File: config.mk
export PLATFORM = sky130hd
export DESIGN_NAME = uart_tx16
export DESIGN_NICKNAME = d
export VERILOG_FILES = /design/src/rtl/uart_tx16.sv
export SDC_FILE = /design/constraint.sdc
export NUM_CORES = 1
export LEC_CHECK = 0
export CORE_UTILIZATION = 54
export CTS_BUF_LIST = sky130_fd_sc_hd__clkbuf_16
export DETAILED_ROUTE_END_ITERATION = 8
export PLACE_DENSITY = 0.78
export SLEW_MARGIN = 20
export SYNTH_ARGS = -nofsm -noshare
export SYNTH_HDL_FRONTEND = slang
export SYNTH_SLANG_ARGS = --single-unit
File: constraint.sdc
create_clock -name clk -period 2 [get_ports clk]
set_input_delay 0.3 -clock clk [delete_from_list [all_inputs] [get_ports clk]]
set_output_delay 0.3 -clock clk [all_outputs]
set_load 0.02 [all_outputs]
File: src/rtl/uart_tx16.sv
// rtl/uart_tx16.sv - 16-bit word UART transmitter, high byte first; optional even parity via UART_PARITY_EN
module uart_tx16 #(
    parameter int CLKS_PER_BIT = 434
) (
    input  logic        clk,
    input  logic        reset,
    input  logic        start_tx,
    input  logic [15:0] tx_value,
    output logic        uart_ready,
    output logic        tx
);

    localparam int BW = (CLKS_PER_BIT > 1) ? $clog2(CLKS_PER_BIT) : 1;
    localparam logic [BW-1:0] BAUD_LAST = BW'(CLKS_PER_BIT - 1);

    typedef enum logic [2:0] {
        IDLE,
        START,
        DATA,
`ifdef UART_PARITY_EN
        PARITY,
`endif
        STOP
    } state_t;

    state_t         state;
    logic [BW-1:0]  baud_cnt;
    logic [2:0]     bit_cnt;
    logic           byte_sel;
    logic [15:0]    shift_reg;
    logic [7:0]     data_byte;
    logic           baud_done;

    // The byte on the wire is always the top byte; the low byte shifts up between bytes.
    assign data_byte  = shift_reg[15:8];
    assign baud_done  = (baud_cnt == BAUD_LAST);
    assign uart_ready = (state == IDLE) && !start_tx;

    // Frame sequencer: tx is registered and changes on the edge that enters each bit.
    always_ff @(posedge clk) begin
        if (reset) begin
            state     <= IDLE;
            tx        <= 1'b1;
            baud_cnt  <= '0;
            bit_cnt   <= '0;
            byte_sel  <= 1'b0;
            shift_reg <= '0;
        end else begin
            case (state)
                IDLE: begin
                    baud_cnt <= '0;
                    bit_cnt  <= '0;
                    tx       <= 1'b1;
                    if (start_tx) begin
                        shift_reg <= tx_value;
                        byte_sel  <= 1'b0;
                        state     <= START;
                        tx        <= 1'b0;
                    end
                end
                START: begin
                    if (baud_done) begin
                        baud_cnt <= '0;
                        bit_cnt  <= '0;
                        state    <= DATA;
                        tx       <= data_byte[0];
                    end else begin
                        baud_cnt <= baud_cnt + 1'b1;
                    end
                end
                DATA: begin
                    if (baud_done) begin
                        baud_cnt <= '0;
                        if (bit_cnt == 3'd7) begin
                            bit_cnt <= '0;
`ifdef UART_PARITY_EN
                            state   <= PARITY;
                            tx      <= ^data_byte;
`else
                            state   <= STOP;
                            tx      <= 1'b1;
`endif
                        end else begin
                            bit_cnt <= bit_cnt + 3'd1;
                            tx      <= data_byte[3'(bit_cnt + 3'd1)];
                        end
                    end else begin
                        baud_cnt <= baud_cnt + 1'b1;
                    end
                end
`ifdef UART_PARITY_EN
                PARITY: begin
                    if (baud_done) begin
                        baud_cnt <= '0;
                        bit_cnt  <= '0;
                        state    <= STOP;
                        tx       <= 1'b1;
                    end else begin
                        baud_cnt <= baud_cnt + 1'b1;
                    end
                end
`endif
                STOP: begin
                    if (baud_done) begin
                        baud_cnt <= '0;
                        bit_cnt  <= '0;
                        if (!byte_sel) begin
                            // Second byte follows immediately, no idle gap.
                            byte_sel  <= 1'b1;
                            shift_reg <= {shift_reg[7:0], 8'h00};
                            state     <= START;
                            tx        <= 1'b0;
                        end else begin
                            byte_sel <= 1'b0;
                            state    <= IDLE;
                            tx       <= 1'b1;
                        end
                    end else begin
                        baud_cnt <= baud_cnt + 1'b1;
                    end
                end
                default: begin
                    state    <= IDLE;
                    tx       <= 1'b1;
                    baud_cnt <= '0;
                    bit_cnt  <= '0;
                end
            endcase
        end
    end

endmodule

Word level (Yosys, flattened, before mapping)
Cells that the tools add are included.
Storage, ports and cells
  register bits after elaboration: 33
  bits in latches: 0
  memory bits (writable): 0
  memory bits (read-only): 0
  word-level logic and storage cells: 62
  memories: 0
Operators by class
  add/subtract/negate cells: 2
  multipliers: 0
  div/mod/pow operators: 0
  $lt $le $gt $ge: 1
  equality and inequality tests: 12
  shift-type cells: 0
  multiplexer cells: 28
  bitwise operators: 1
  reduce and logical (&&, ||, !) cells: 12
Operators by type and width (count)
  $mux 16: 3
  $pmux 16 s2: 1
  $mux 3: 8
  $ne 2x2->1 const B: 6
  $pmux 3 s4: 1
  $mux 1: 11
  $add 9x1->9 const B: 1
  $eq 9x9->1 const B: 1
  $eq 3x2->1 const B: 2
  $pmux 3 s2: 1
  $reduce_and 3->1: 2
  $reduce_or 3->1: 2
  $reduce_and 5->1: 1
  $lt 3x4->1 const B: 1
  $pmux 1 s4: 1
  $reduce_and 4->1: 1
  $add 3x1->3 const B: 1
  $bmux 1 s3: 1
  $eq 3x1->1 const B: 1
  $eq 3x3->1 const B: 1
  $logic_not 3->1: 1
  $ne 2x1->1 const B: 1
  $pmux 1 s2: 1
  $reduce_and 2->1: 1
  other kinds (5): 5

Logic depth before layout (Yosys ltp)
  depth in word-level cells: 6
  mapped depth: 8
  depth with buffers taken out: 6

Least setup slack after synthesis
OpenSTA, ideal clock, no wires.
  kind: reg2reg
  from: register state[1]
  to: register shift_reg[10]
  arrival: 1.562 ns
  slack: 0.378 ns
  stages on the path, launching flop included: 6
  buffers on the path: 0
  cells stage by stage: dfxtp_1 > inv_1 > ha_1 > nor2b_1 > nand3b_2 > o221a_1
Between the ends
  longest elaborated chain between the ends: 3
Ends and longest elaborated chain
  start: declaration: RTL line 26  | state_t state;
  start signal: assignment: RTL line 42  | state <= IDLE;
  start signal: assignment: RTL line 57  | state <= START;
  start signal: assignment: RTL line 65  | state <= DATA;
  $eq 3x2->1 or $logic_not 3->1 (tied branches): RTL line 49  | case (state)
  $ne 2x2->1 (no source line) or $reduce_bool 2->1 (tied branches)
  $reduce_and 4->1 (no source line)
  end signal: assignment: RTL line 55  | shift_reg <= tx_value;
  end signal: assignment: RTL line 110  | shift_reg <= {shift_reg[7:0], 8'h00};
  end: declaration: RTL line 30  | logic [15:0] shift_reg;
Parallel ways exist; a longest one is shown, timed or not.
A chain may end at the register's enable or synchronous reset.

Worst setup path in the final report
  from: register state[1]
  to: output uart_ready
Between the ends
  longest elaborated chain between the ends: 2
Ends and longest elaborated chain
  $logic_not 3->1: RTL line 37  | assign uart_ready = (state == IDLE) && !start_tx;
  $logic_and 1x1->1: RTL line 37
  end: declaration: RTL line 9  | output logic uart_ready,
Every way passes these cells.

==> impl_metrics.toml <==
[status]
status = "completed"

[placed_design]
finalWeightedCongestion = 0.8199
hpwl_um = 2401
port_buffers = 20

[worst_setup_path]
crit_chain = "inv_1, ha_2, nor2b_1, dlygate4sd2_1"
rrSetupSlack_ps = 280
r2r_cells = 6
critical-path-slowest-cell = "dlygate4sd2_1"
reg2reg_to = "tx$_SDFFE_PP1P_"
cp_max_fo = 6
cp_data_arrival_time_ps = 1490
cp_num_cells = 4
startpoint_type = "flop"
worst-path-buf-inv = 2
path_class = "reg2out"
worstSetupEndpointType = "output port"
r2r-start = "bit_cnt[0]$_SDFFE_PP0P_"
crit_required_ps = 1700
path_delay_family = "buffers and inverters"
cpPeakStageDelay_ps = 350

[yosys]
synth_common_cells = "dfxtp_1 (32), nor2_1 (22), a21oi_1 (10)"
synthTopCellsByArea = "dfxtp_1 (40%), ha_1 (6.3%), o221a_1 (5.7%), nor2_1 (5.2%), a22o_1 (4.4%)"
synth_area_um2 = 1592
ys_warn_count = 0
ys.flop_type = "dfxtp_1"
synth.largest_area_cell = "dfxtp_1"
syn_area_per_cell_um2 = 9.885
synth_enable_flop_cells = 0
yosysSeqAreaShare_pct = 40.25
yosysTopAreaCellShare_pct = 40.25
syn_nets = 188
netlist_instances = 161
ys_ff_latch = 32
ys_types = 43
synth-async-reset-ratio_pct = 0
yosysMostFrequentCell = "dfxtp_1"

[grt]
grt_pass1_wl_um = 5837
grt_max_degree = 19
grt.overflow.total = 0
first_global_vias = 1298
antenna_found_initial = 0
grtUsageTotal_pct = 23.94

[clock_tree]
path_clk_slew_ps = 50
clock_sinks = 32
cts_hold_buf = 0
cts_max_level = 2
clk_path_buf_depth = 2
cts_tree = "yes"
post-cts-setup-buffers = 0
numCtsBuffers = 5
clock_latency_ps = 280
cts_root_buf = "clkbuf_16"

[drt]
drc = 0
drt-initial-drc-count = 50
post_drt_wl_per_cell_um = 15.19
ant_nets = 0
num_vias = 1329
viasPerCell = 6.124
dr.pass1.iters = 4
wirelength_um = 3297

[die]
placementRows = 19
initial_utilization_pct = 57.22
core_area_um2 = 2781
die_w_um = 56.29
die_area_um2 = 3169
pin_count = 21
die_h_um = 56.29

[cells_and_area]
fin_nets = 212
n_fill_cell = 223
syn_to_final_growth_pct = 22.96
largest_reg_flops = 16
drive_gt1_share_pct = 12.37
n_antenna_cell = 0
postLayoutCoreUtil_pct = 70.36

[timing]
fin_crit_sh_pct = 89.36
slew_violations = 0
max_freq_mhz = 559.5
finalCriticalPeriod_ps = 1787
finalSetupViolCount = 0
rsz0062_at_grt = "false"
relSlewSlack_pct = 74.63
hold_viol = 0
worstMarginPinSlew_ps = 370.9
finalClockSkew_ps = 5.657
finalSetupTns_ps = 0

[worst_hold_path]
hp-class = "reg2reg"
hp-start = "baud_cnt[0]$_SDFF_PP0_"
min_path_cells = 1
min_to = "baud_cnt[0]$_SDFF_PP0_"

[pwr]
powerDensity_nw_per_um2 = 1188
leakage_nw = 0.7495
irDropWorstVdd_v = 0.001152

[job]
maxCapViolations = 0
## power breakdown
| group | switching (W) | internal (W) |
|---|---|---|
| combinational | 0.000405 | 0.000358 |
| sequential | 0.0000907 | 0.000763 |
| clock | 0.000257 | 0.000450 |
## worst max-delay path by stage
stage	startpoint	end	slack, ps
after floorplan	state[1]$_SDFFE_PP0P_	shift_reg[10]$_SDFFE_PP0P_	380
after global placement	start_tx	uart_ready	200
after detailed placement	start_tx	uart_ready	150
after CTS	state[1]$_SDFFE_PP0P_	uart_ready	200
after global routing	state[1]$_SDFFE_PP0P_	uart_ready	110
final	state[1]$_SDFFE_PP0P_	uart_ready	210
## cell families (layout without fill, tap and decap cells)
family                   after synthesis  after routing  share of synthesized area, %
AND/OR/NAND/NOR                       55             55                         20.76
AO/OA/AOI/OAI                         42             42                         20.68
flip-flops                            32             32                         40.25
buffers and inverters                 12             37                         3.931
adder cells (fa/ha/maj)                8              8                         6.290
XOR/XNOR                               7              7                         3.852
multiplexers                           5              5                         4.245
## what timing repair did
item / in CTS / in global routing
endpoints found under the hold margin: 0 / 0
resized for setup: 2 / 0
endpoints found under the setup margin: 1 / 0
## layout by cell type (no fill, tap or decap), types with 3 or more instances in the layout
cell	count
a22o_1	8
nand3_1	6
mux2i_1	3
clkdlybuf4s50_1	19
xnor2_1	5
ha_1	7
nand2_1	3
and3_1	3
nor2_1	22
a21oi_1	10
buf_4	4
inv_1	5
nor3_1	3
dfxtp_1	32
o221a_1	8
clkbuf_16	5
o22ai_1	8
## per-layer routing
layer / track usage, % / vias to the layer above / wire (µm)
li1: - / 655 / -
met1: 30.53 / 632 / 1493
met2: 38.61 / 33 / 1594
met3: 5.069 / 9 / 128
met4: 11.50 / 0 / 80
met5: 0 / - / 0
## stage by stage
step	instances	hold slack (ps)	power (W)	area (µm²)	setup slack (ps)
2_1_floorplan	161	429.5	0.001438	1592	377.9
3_3_place_gp	209	442.0	0.001596	1817	198.9
3_5_place_dp	209	457.3	0.001619	1817	150.5
4_1_cts	217	472.5	0.002335	1957	200.5
5_1_grt	217	489.7	0.002486	1957	113.2
6_report	217	462.5	0.002324	1957	212.8
## cell type report
cell class | instances | area [µm²] | area share, %
tap | 31 | 38.79 | 1.982
inverter | 5 | 18.77 | 0.9591
clock buffer | 5 | 125.1 | 6.394
clock inverter | 3 | 13.76 | 0.7033
sequential | 32 | 640.6 | 32.74
timing repair buffer | 24 | 229.0 | 11.70
multi-input combinational | 117 | 890.9 | 45.52
(Power assumes the default switching activity.)
